### config.mk
export PLATFORM = sky130hd
export DESIGN_NAME = uart_tx_arbiter_flat
export DESIGN_NICKNAME = d
export VERILOG_FILES = /design/src/rtl/uart_tx_arbiter_if.sv /design/src/rtl/uart_tx_arbiter.sv /design/src/flat_wrapper.sv
export SDC_FILE = /design/constraint.sdc
export NUM_CORES = 1
export LEC_CHECK = 0
export ABC_AREA = 1
export CAP_MARGIN = 5
export CELL_PAD_IN_SITES_DETAIL_PLACEMENT = 2
export CELL_PAD_IN_SITES_GLOBAL_PLACEMENT = 2
export CORE_ASPECT_RATIO = 1.1
export CORE_UTILIZATION = 24
export CTS_CLUSTER_DIAMETER = 150
export DETAILED_ROUTE_END_ITERATION = 16
export HOLD_SLACK_MARGIN = 0.03
export PLACE_DENSITY_LB_ADDON = 0.1
export SLEW_MARGIN = 10
export SYNTH_ARGS = -nofsm -noshare
export SYNTH_HDL_FRONTEND = slang
export SYNTH_SLANG_ARGS = --single-unit
export TNS_END_PERCENT = 10
### constraint.sdc
create_clock -name clk -period 1.9 [get_ports clk]
set_input_delay 0.19 -clock clk [delete_from_list [all_inputs] [get_ports clk]]
set_output_delay 0.19 -clock clk [all_outputs]
set_load 0.005 [all_outputs]
### src/rtl/uart_tx_arbiter_if.sv
// Requester-side byte streams and the uart_main transmit handshake shared by uart_tx_arbiter.
// slave = arbiter view, master = producers/UART environment view.
interface uart_tx_arbiter_if #(
  parameter int unsigned NUM_REQ      = 4,
  parameter int unsigned BUFFER_WIDTH = 8
);
  logic [NUM_REQ*BUFFER_WIDTH-1:0] req_data;
  logic [NUM_REQ-1:0]              req_valid;
  logic [NUM_REQ-1:0]              req_last;
  logic [NUM_REQ-1:0]              req_ready;
  logic [BUFFER_WIDTH-1:0]         tx_data;
  logic                            tx_valid;
  logic                            tx_ready;

  modport slave (
    input  req_data, req_valid, req_last, tx_ready,
    output req_ready, tx_data, tx_valid
  );

  modport master (
    output req_data, req_valid, req_last, tx_ready,
    input  req_ready, tx_data, tx_valid
  );
endinterface

### src/rtl/uart_tx_arbiter.sv
// Packet-granular round-robin sharing of the uart_main transmit port among NUM_REQ byte streams.
// Define UART_TX_ARB_HEADER_EN to prefix every packet with a byte carrying the owner index.
module uart_tx_arbiter #(
  parameter int unsigned NUM_REQ        = 4,
  parameter int unsigned BUFFER_WIDTH   = 8,
  parameter int unsigned TIMEOUT_CYCLES = 4096
) (
  input  logic               clk,
  input  logic               rst_n,
  uart_tx_arbiter_if.slave   bus,
  output logic [NUM_REQ-1:0] grant,
  output logic               busy,
  output logic               timeout_pulse
);
  localparam int unsigned IDX_W = (NUM_REQ > 1) ? $clog2(NUM_REQ) : 1;
  localparam int unsigned CNT_W = $clog2(TIMEOUT_CYCLES + 1);
  localparam logic [CNT_W-1:0] CNT_MAX = CNT_W'(TIMEOUT_CYCLES);

`ifdef UART_TX_ARB_HEADER_EN
  typedef enum logic [1:0] {
    ARB_IDLE   = 2'd0,
    ARB_STREAM = 2'd1,
    ARB_HEADER = 2'd2
  } arb_state_e;
`else
  typedef enum logic [0:0] {
    ARB_IDLE   = 1'b0,
    ARB_STREAM = 1'b1
  } arb_state_e;
`endif

  arb_state_e         state_q, state_d;
  logic [IDX_W-1:0]   grant_idx_q, grant_idx_d;
  logic [IDX_W-1:0]   rr_ptr_q, rr_ptr_d;
  logic [CNT_W-1:0]   stall_cnt_q, stall_cnt_d;
  logic [NUM_REQ-1:0] grant_d;
  logic               pulse_d;

  logic                    any_req;
  logic [IDX_W-1:0]        win_idx;
  logic                    owner_valid, owner_last, owner_hs;
  logic [BUFFER_WIDTH-1:0] owner_data;
  logic [BUFFER_WIDTH-1:0] tx_data_c;
  logic                    tx_valid_c;
  logic [NUM_REQ-1:0]      req_ready_c;

  // Index base+off modulo NUM_REQ; off never exceeds NUM_REQ-1, so one subtraction suffices.
  function automatic logic [IDX_W-1:0] wrap_idx(input logic [IDX_W-1:0] base,
                                                input int unsigned      off);
    int unsigned s;
    s = 32'(base) + off;
    if (s >= NUM_REQ) s = s - NUM_REQ;
    return IDX_W'(s);
  endfunction

  // First pending requester searching upward from rr_ptr with wrap.
  always_comb begin
    any_req = 1'b0;
    win_idx = '0;
    for (int unsigned k = 0; k < NUM_REQ; k++) begin
      if (!any_req && bus.req_valid[wrap_idx(rr_ptr_q, k)]) begin
        any_req = 1'b1;
        win_idx = wrap_idx(rr_ptr_q, k);
      end
    end
  end

  assign owner_valid = bus.req_valid[grant_idx_q];
  assign owner_last  = bus.req_last[grant_idx_q];
  assign owner_data  = bus.req_data[32'(grant_idx_q)*BUFFER_WIDTH +: BUFFER_WIDTH];
  assign owner_hs    = owner_valid && bus.tx_ready;

  always_ff @(posedge clk or negedge rst_n) begin
    if (!rst_n) begin
      state_q       <= ARB_IDLE;
      grant_idx_q   <= '0;
      rr_ptr_q      <= '0;
      stall_cnt_q   <= '0;
      grant         <= '0;
      timeout_pulse <= 1'b0;
    end else begin
      state_q       <= state_d;
      grant_idx_q   <= grant_idx_d;
      rr_ptr_q      <= rr_ptr_d;
      stall_cnt_q   <= stall_cnt_d;
      grant         <= grant_d;
      timeout_pulse <= pulse_d;
    end
  end

  // Next state, arbitration bookkeeping and the zero-latency pass-through to the UART.
  always_comb begin
    state_d     = state_q;
    grant_idx_d = grant_idx_q;
    rr_ptr_d    = rr_ptr_q;
    stall_cnt_d = stall_cnt_q;
    grant_d     = grant;
    pulse_d     = 1'b0;
    tx_data_c   = '0;
    tx_valid_c  = 1'b0;
    req_ready_c = '0;

    unique case (state_q)
      ARB_IDLE: begin
        stall_cnt_d = '0;
        if (any_req) begin
          grant_idx_d = win_idx;
          grant_d     = NUM_REQ'(1) << win_idx;
`ifdef UART_TX_ARB_HEADER_EN
          state_d     = ARB_HEADER;
`else
          state_d     = ARB_STREAM;
`endif
        end
      end
`ifdef UART_TX_ARB_HEADER_EN
      ARB_HEADER: begin
        tx_valid_c  = 1'b1;
        tx_data_c   = BUFFER_WIDTH'(grant_idx_q);
        stall_cnt_d = '0;
        if (bus.tx_ready) state_d = ARB_STREAM;
      end
`endif
      ARB_STREAM: begin
        tx_valid_c               = owner_valid;
        tx_data_c                = owner_data;
        req_ready_c[grant_idx_q] = bus.tx_ready;
        if (owner_hs) begin
          stall_cnt_d = '0;
        end else if (!owner_valid && stall_cnt_q != CNT_MAX) begin
          stall_cnt_d = stall_cnt_q + CNT_W'(1);
        end
        // Timer only advances while valid is low, so release never cuts a byte in half.
        if (stall_cnt_q == CNT_MAX || (owner_hs && owner_last)) begin
          state_d     = ARB_IDLE;
          grant_d     = '0;
          rr_ptr_d    = wrap_idx(grant_idx_q, 1);
          stall_cnt_d = '0;
          pulse_d     = (stall_cnt_q == CNT_MAX);
        end
      end
      default: state_d = ARB_IDLE;
    endcase
  end

  assign bus.tx_data   = tx_data_c;
  assign bus.tx_valid  = tx_valid_c;
  assign bus.req_ready = req_ready_c;
  assign busy          = (state_q != ARB_IDLE);

endmodule

### src/flat_wrapper.sv
// flat-port wrapper written by rule: the top's interface ports become plain ports
module uart_tx_arbiter_flat 
#(
  parameter int unsigned NUM_REQ        = 4,
  parameter int unsigned BUFFER_WIDTH   = 8,
  parameter int unsigned TIMEOUT_CYCLES = 4096
)
  (clk, rst_n, grant, busy, timeout_pulse, bus_req_data, bus_req_valid, bus_req_last, bus_tx_ready, bus_req_ready, bus_tx_data, bus_tx_valid);
  uart_tx_arbiter_if #(.NUM_REQ(NUM_REQ), .BUFFER_WIDTH(BUFFER_WIDTH)) bus_i ();
  input  logic clk;
  input  logic rst_n;
  output logic [NUM_REQ-1:0] grant;
  output logic busy;
  output logic timeout_pulse;
  input wire logic [$bits(bus_i.req_data)-1:0] bus_req_data;
  input wire logic [$bits(bus_i.req_valid)-1:0] bus_req_valid;
  input wire logic [$bits(bus_i.req_last)-1:0] bus_req_last;
  input wire logic [$bits(bus_i.tx_ready)-1:0] bus_tx_ready;
  output wire logic [$bits(bus_i.req_ready)-1:0] bus_req_ready;
  output wire logic [$bits(bus_i.tx_data)-1:0] bus_tx_data;
  output wire logic [$bits(bus_i.tx_valid)-1:0] bus_tx_valid;
  assign bus_i.req_data = bus_req_data;
  assign bus_i.req_valid = bus_req_valid;
  assign bus_i.req_last = bus_req_last;
  assign bus_i.tx_ready = bus_tx_ready;
  assign bus_req_ready = bus_i.req_ready;
  assign bus_tx_data = bus_i.tx_data;
  assign bus_tx_valid = bus_i.tx_valid;
  uart_tx_arbiter #(.NUM_REQ(NUM_REQ), .BUFFER_WIDTH(BUFFER_WIDTH), .TIMEOUT_CYCLES(TIMEOUT_CYCLES)) u_core (.clk(clk), .rst_n(rst_n), .bus(bus_i), .grant(grant), .busy(busy), .timeout_pulse(timeout_pulse));
endmodule
# Word-level counts from Yosys, hierarchy flattened
# Cells that the tools add are included.
# op_classes
add_sub_neg	10
order_cmp	11
n_eq_ne	5
n_shift	2
n_mux	42
bitwise	2
reduce_logical	15
# ops
operator	n
13-bit 2-to-1 mux	3
32-bit by 6-bit indexed part select with 8-bit output	1
13-bit one-hot mux with 2 select lines	1
2-bit 2-to-1 mux	9
1-bit 2-to-1 mux	16
2-bit by 3-bit less-than comparator with 1-bit output, second input constant	5
13-bit by 1-bit adder with 13-bit output, second input constant	1
13-bit equality test, second input constant	1
13-bit inequality test, second input constant	1
1-bit binary-select mux with 2-bit select	6
3-bit greater-or-equal comparator, second input constant	4
4-bit 2-to-1 mux	3
2-bit by 1-bit subtractor with 2-bit output, second input constant	5
8-bit 2-to-1 mux	1
4-bit one-hot mux with 2 select lines	1
1-bit logical AND	7
2-bit by 1-bit adder with 3-bit output, second input constant	2
2-bit by 2-bit adder with 3-bit output, second input constant	2
2-bit AND reduction	3
4-bit bitwise AND	1
1-bit zero test	4
4-bit inequality test, second input constant	1
1-bit by 2-bit left shift with 4-bit output, first input constant	1
2-bit by 3-bit greater-or-equal comparator with 1-bit output, second input constant	1
7 further kinds	7
# totals
regBits	23
inputBits	43
out_inout_bits	19
word_cells	93

# Depth between registers and ports, before layout
# depth
depth_word	17
depth_mapped	12
mapped_depth_nobuf	12

# Least setup slack after synthesis
# OpenSTA, ideal clock, no wires.
# synth_timing
path_type	register to register
startpoint	register u_core.grant_idx_q[0]
endpoint	register u_core.stall_cnt_q[5]
setup_time_ns	0.124
arrival_time_ns	1.322
t_required_ns	1.776
slack_ns	0.455
path_stages_with_launch	11
n_path_buf	1
period_less_slack_ns	1.445
cell_sequence	dfrtp_1 -> inv_2 -> nand2_1 -> nand3_1 -> nand2_1 -> nor2_2 -> nand2_1 -> nand3b_4 -> buf_4 -> nand3_1 -> o21ai_1
# synth_via
elab_chain_len	7
word_cells_on_any_way	13
cone_classes	1 x eq/ne; 7 x mux; 5 x reduce/logical
# synth_rtl
element	line	source
start, declared	uart_tx_arbiter.sv:33	logic [IDX_W-1:0] grant_idx_q, grant_idx_d;
start signal, assigned	uart_tx_arbiter.sv:83	grant_idx_q <= grant_idx_d;
1-bit binary-select mux with 2-bit select	uart_tx_arbiter.sv:68	assign owner_valid = bus.req_valid[grant_idx_q];
1-bit 2-to-1 mux (not written as such)	uart_tx_arbiter.sv:68	
1-bit logical AND	uart_tx_arbiter.sv:71	assign owner_hs = owner_valid && bus.tx_ready;
1-bit logical AND	uart_tx_arbiter.sv:134	if (stall_cnt_q == CNT_MAX || (owner_hs && owner_last)) begin
1-bit logical OR	uart_tx_arbiter.sv:134	
13-bit 2-to-1 mux	uart_tx_arbiter.sv:134	
13-bit one-hot mux with 2 select lines	uart_tx_arbiter.sv:103	unique case (state_q)
end signal, assigned	uart_tx_arbiter.sv:85	stall_cnt_q <= stall_cnt_d;
end, declared	uart_tx_arbiter.sv:35	logic [CNT_W-1:0] stall_cnt_q, stall_cnt_d;
# Several ways; a longest one is shown, not always the timed one. The select of a mux whose other input is x is not followed.
# A chain may end at the register's enable or synchronous reset.

# Final worst setup path
# layout_timing
startpoint	register u_core.grant_idx_q[0]
endpoint	output port bus_tx_data[1]
# layout_via
elab_chain_len	2
# layout_rtl
element	line	source
32-bit by 6-bit indexed part select with 8-bit output	uart_tx_arbiter.sv:70	assign owner_data = bus.req_data[32'(grant_idx_q)*BUFFER_WIDTH +: BUFFER_WIDTH];
8-bit 2-to-1 mux	uart_tx_arbiter.sv:103	
end, declared	flat_wrapper.sv:20	output wire logic [$bits(bus_i.tx_data)-1:0] bus_tx_data;
# No other way between the ends.

==> metrics <==
status complete, no violations; Starting Density 25.2%; First-pass DRT Iterations 3; clock sinks 23; design area 2910 um2; Peak supply drop 378 uV; fin nets 450; First DRT Iteration DRCs 44; post-synthesis sequential area ratio 28.4%; #FFs+latches synth 23; largest cells by area after synthesis dfrtp_1 (28%), nand2_1 (17%), nor2_1 (9.6%), nand3_1 (6.2%), inv_1 (5.2%); GPL Wtd Cong 0.773; post-synthesis cell count 329; required time of the critical path 1.71 ns; IO Port Bufs 61; kind of critical path flip-flop to primary output; DRC Markers 0; final setup fails 0; wire per inst 14.2 um; Worst Path Max Fanout 13; Hold-fix buffers, CTS 0; final hold violation count 0; FP Rows 34; chip height 98.3 um; DIE AREA 8800 um2; Critical Path Source Type flip-flop; Fin Clk Skew 0.00904 ns; pwr dens 1190 nW/um2; pin count of the biggest net entering global routing 24; Max Freq 557 MHz; vias in the first global route 2,619; gr usage total 18.0%; Pleak 1.40 nW; syn nets 378; worst hold path class input pin to asynchronous set/reset pin; H-tree Lvls 1; IO Count 62; final core utilization 36.2%; Pins Over Slew Limit 0; Worst-Margin Slew 0.488 ns; commonest non-fill, non-tap cell in the layout nand2_1; Max Cap Viol 0; CTS max path bufs 2; Synth Cell Area 2020 um2; # fillers 994; later-pin clock latency in the skew report 0.27 ns; clock buffer count from CTS 3; YS warnings 0; Reg2Reg Depth 11; vias per inst 4.74; diodes inserted 0; CTS Root Cell clkbuf_8; Crit path arrival time 1.61 ns; hpwl dp 5810 um; synthesis-to-finish area growth 44.0%; reg2reg setup slack 0.16 ns; drt total wl 7210 um; commonest non-fill, non-tap cells in the layout nand2_1 (90), nor2_1 (51), clkdlybuf4s50_1 (48); crit end category primary output; Vias 2,406; DP Area 2790 um2; TritonCTS clock tree built; Synth top area share 28.4%; post-route ant nets 0; worst reg2reg path startpoint u_core.grant_idx_q[0]; clock-pin slew on the worst setup and hold paths 0.09 ns; final hold slack 0.276 ns; Syn Area/Cell 6.15 um2; Die W 89.5 um; post-layout min period 1.80 ns; Power Total 0.00347 W; layout cells sized above 1 12.3%; GRT overflow 0; core area 8040 um2; Max-slew headroom 67.3%; initial antenna violation count 0; first-pass GRT wire length 12,500 um; worst r2r dst u_core.stall_cnt_q[2]; cell taking the most area after synthesis dfrtp_1; fin crit share 94.6%; post-synth cell types 27
routing by layer:
| layer | track usage, % | part of all wire, % |
|---|---|---|
| met5 | 0 | 0 |
| met4 | 2.20 | 0.58 |
| met2 | 31.5 | 49 |
| met1 | 22.7 | 46 |
| met3 | 3.89 | 4.5 |
state kept, by name, indices dropped and copies added (netlist names):
signal	cells
u_core.rr_ptr_q	2
u_core.timeout_pulse	1
u_core.grant_idx_q	2
u_core.grant	4
u_core.stall_cnt_q	13
u_core.busy	1
power breakdown:
part           leakage [nW]  switching, W  internal, W
clock network        0.0255      0.000167     0.000147
logic                  1.08       0.00138      0.00104
registers             0.301      0.000137     0.000600
layout make-up:
cell class	count	area [um2]	area share (%)
Clock buffer	3	41.3	1.42
Clock inverter	1	5.00	0.172
Inverter	37	154	5.28
Multi-Input combinational cell	258	1230	42.3
Sequential cell	23	579	19.9
Tap cell	108	135	4.64
Timing Repair Buffer	78	766	26.3
repair_timing:
item	4_1_cts	5_1_grt
buffers inserted	2	5
pin swaps	1	3
endpoints found under the setup margin	13	17
gates resized for setup	18	11
critical path, stage by stage, from the launching register on:
cell and delay (ns):
dfrtp_2 0.46, buf_12 0.15, buf_4 0.12, nor2_1 0.10
nor2_1 0.05, o21ai_1 0.10, a21oi_1 0.08, dlygate4sd2_1 0.27
Yosys cell counts:
library cell,number
o21ai_2,1
nand3_1,25
nor3_2,1
inv_4,1
o21ai_0,21
ha_1,6
nor2_1,52
nor2_4,1
nand3b_1,1
nand3_2,1
nor3_1,8
clkbuf_1,3
buf_6,3
buf_4,3
nand2_1,91
inv_1,28
inv_2,8
o21ai_1,14
a21oi_1,12
nor2_2,2
nand4_1,12
nand3b_4,1
xor2_1,2
dfrtp_1,23
buf_2,2
or2_2,2
nand2_2,5
through the flow:
step	setup TNS, ns	cells	setup slack [ns]
after global placement	0	497	0.0739
after detailed placement	0	497	0.00861
final	0	508	0.103
after global routing	-0.000437	508	-0.000437
after floorplan	0	329	0.455
after CTS	-0.113	503	-0.113
logic make-up after synthesis:
| logic type | Yosys count | share of synthesized area (%) |
|---|---|---|
| flops | 23 | 28.4 |
| buf+inv | 48 | 10.8 |
| simple gates | 202 | 44.1 |
| xor+xnor | 2 | 0.866 |
| compound gates | 48 | 12.1 |
| fa+ha+maj | 6 | 3.71 |
how the worst max path moves through the flow:
| stage | from | to | depth (start not counted) |
|---|---|---|---|
| floorplan | u_core.grant_idx_q[0] | u_core.stall_cnt_q[5] | 10 |
| global placement | bus_req_valid[3] | bus_tx_valid | 6 |
| detailed placement | bus_req_valid[3] | u_core.grant[2] | 12 |
| CTS | u_core.grant_idx_q[0] | bus_tx_data[5] | 6 |
| global route | u_core.grant_idx_q[0] | bus_tx_data[1] | 7 |
| finish | u_core.grant_idx_q[0] | bus_tx_data[1] | 7 |
Note: power is estimated with default switching activity, not from simulation.
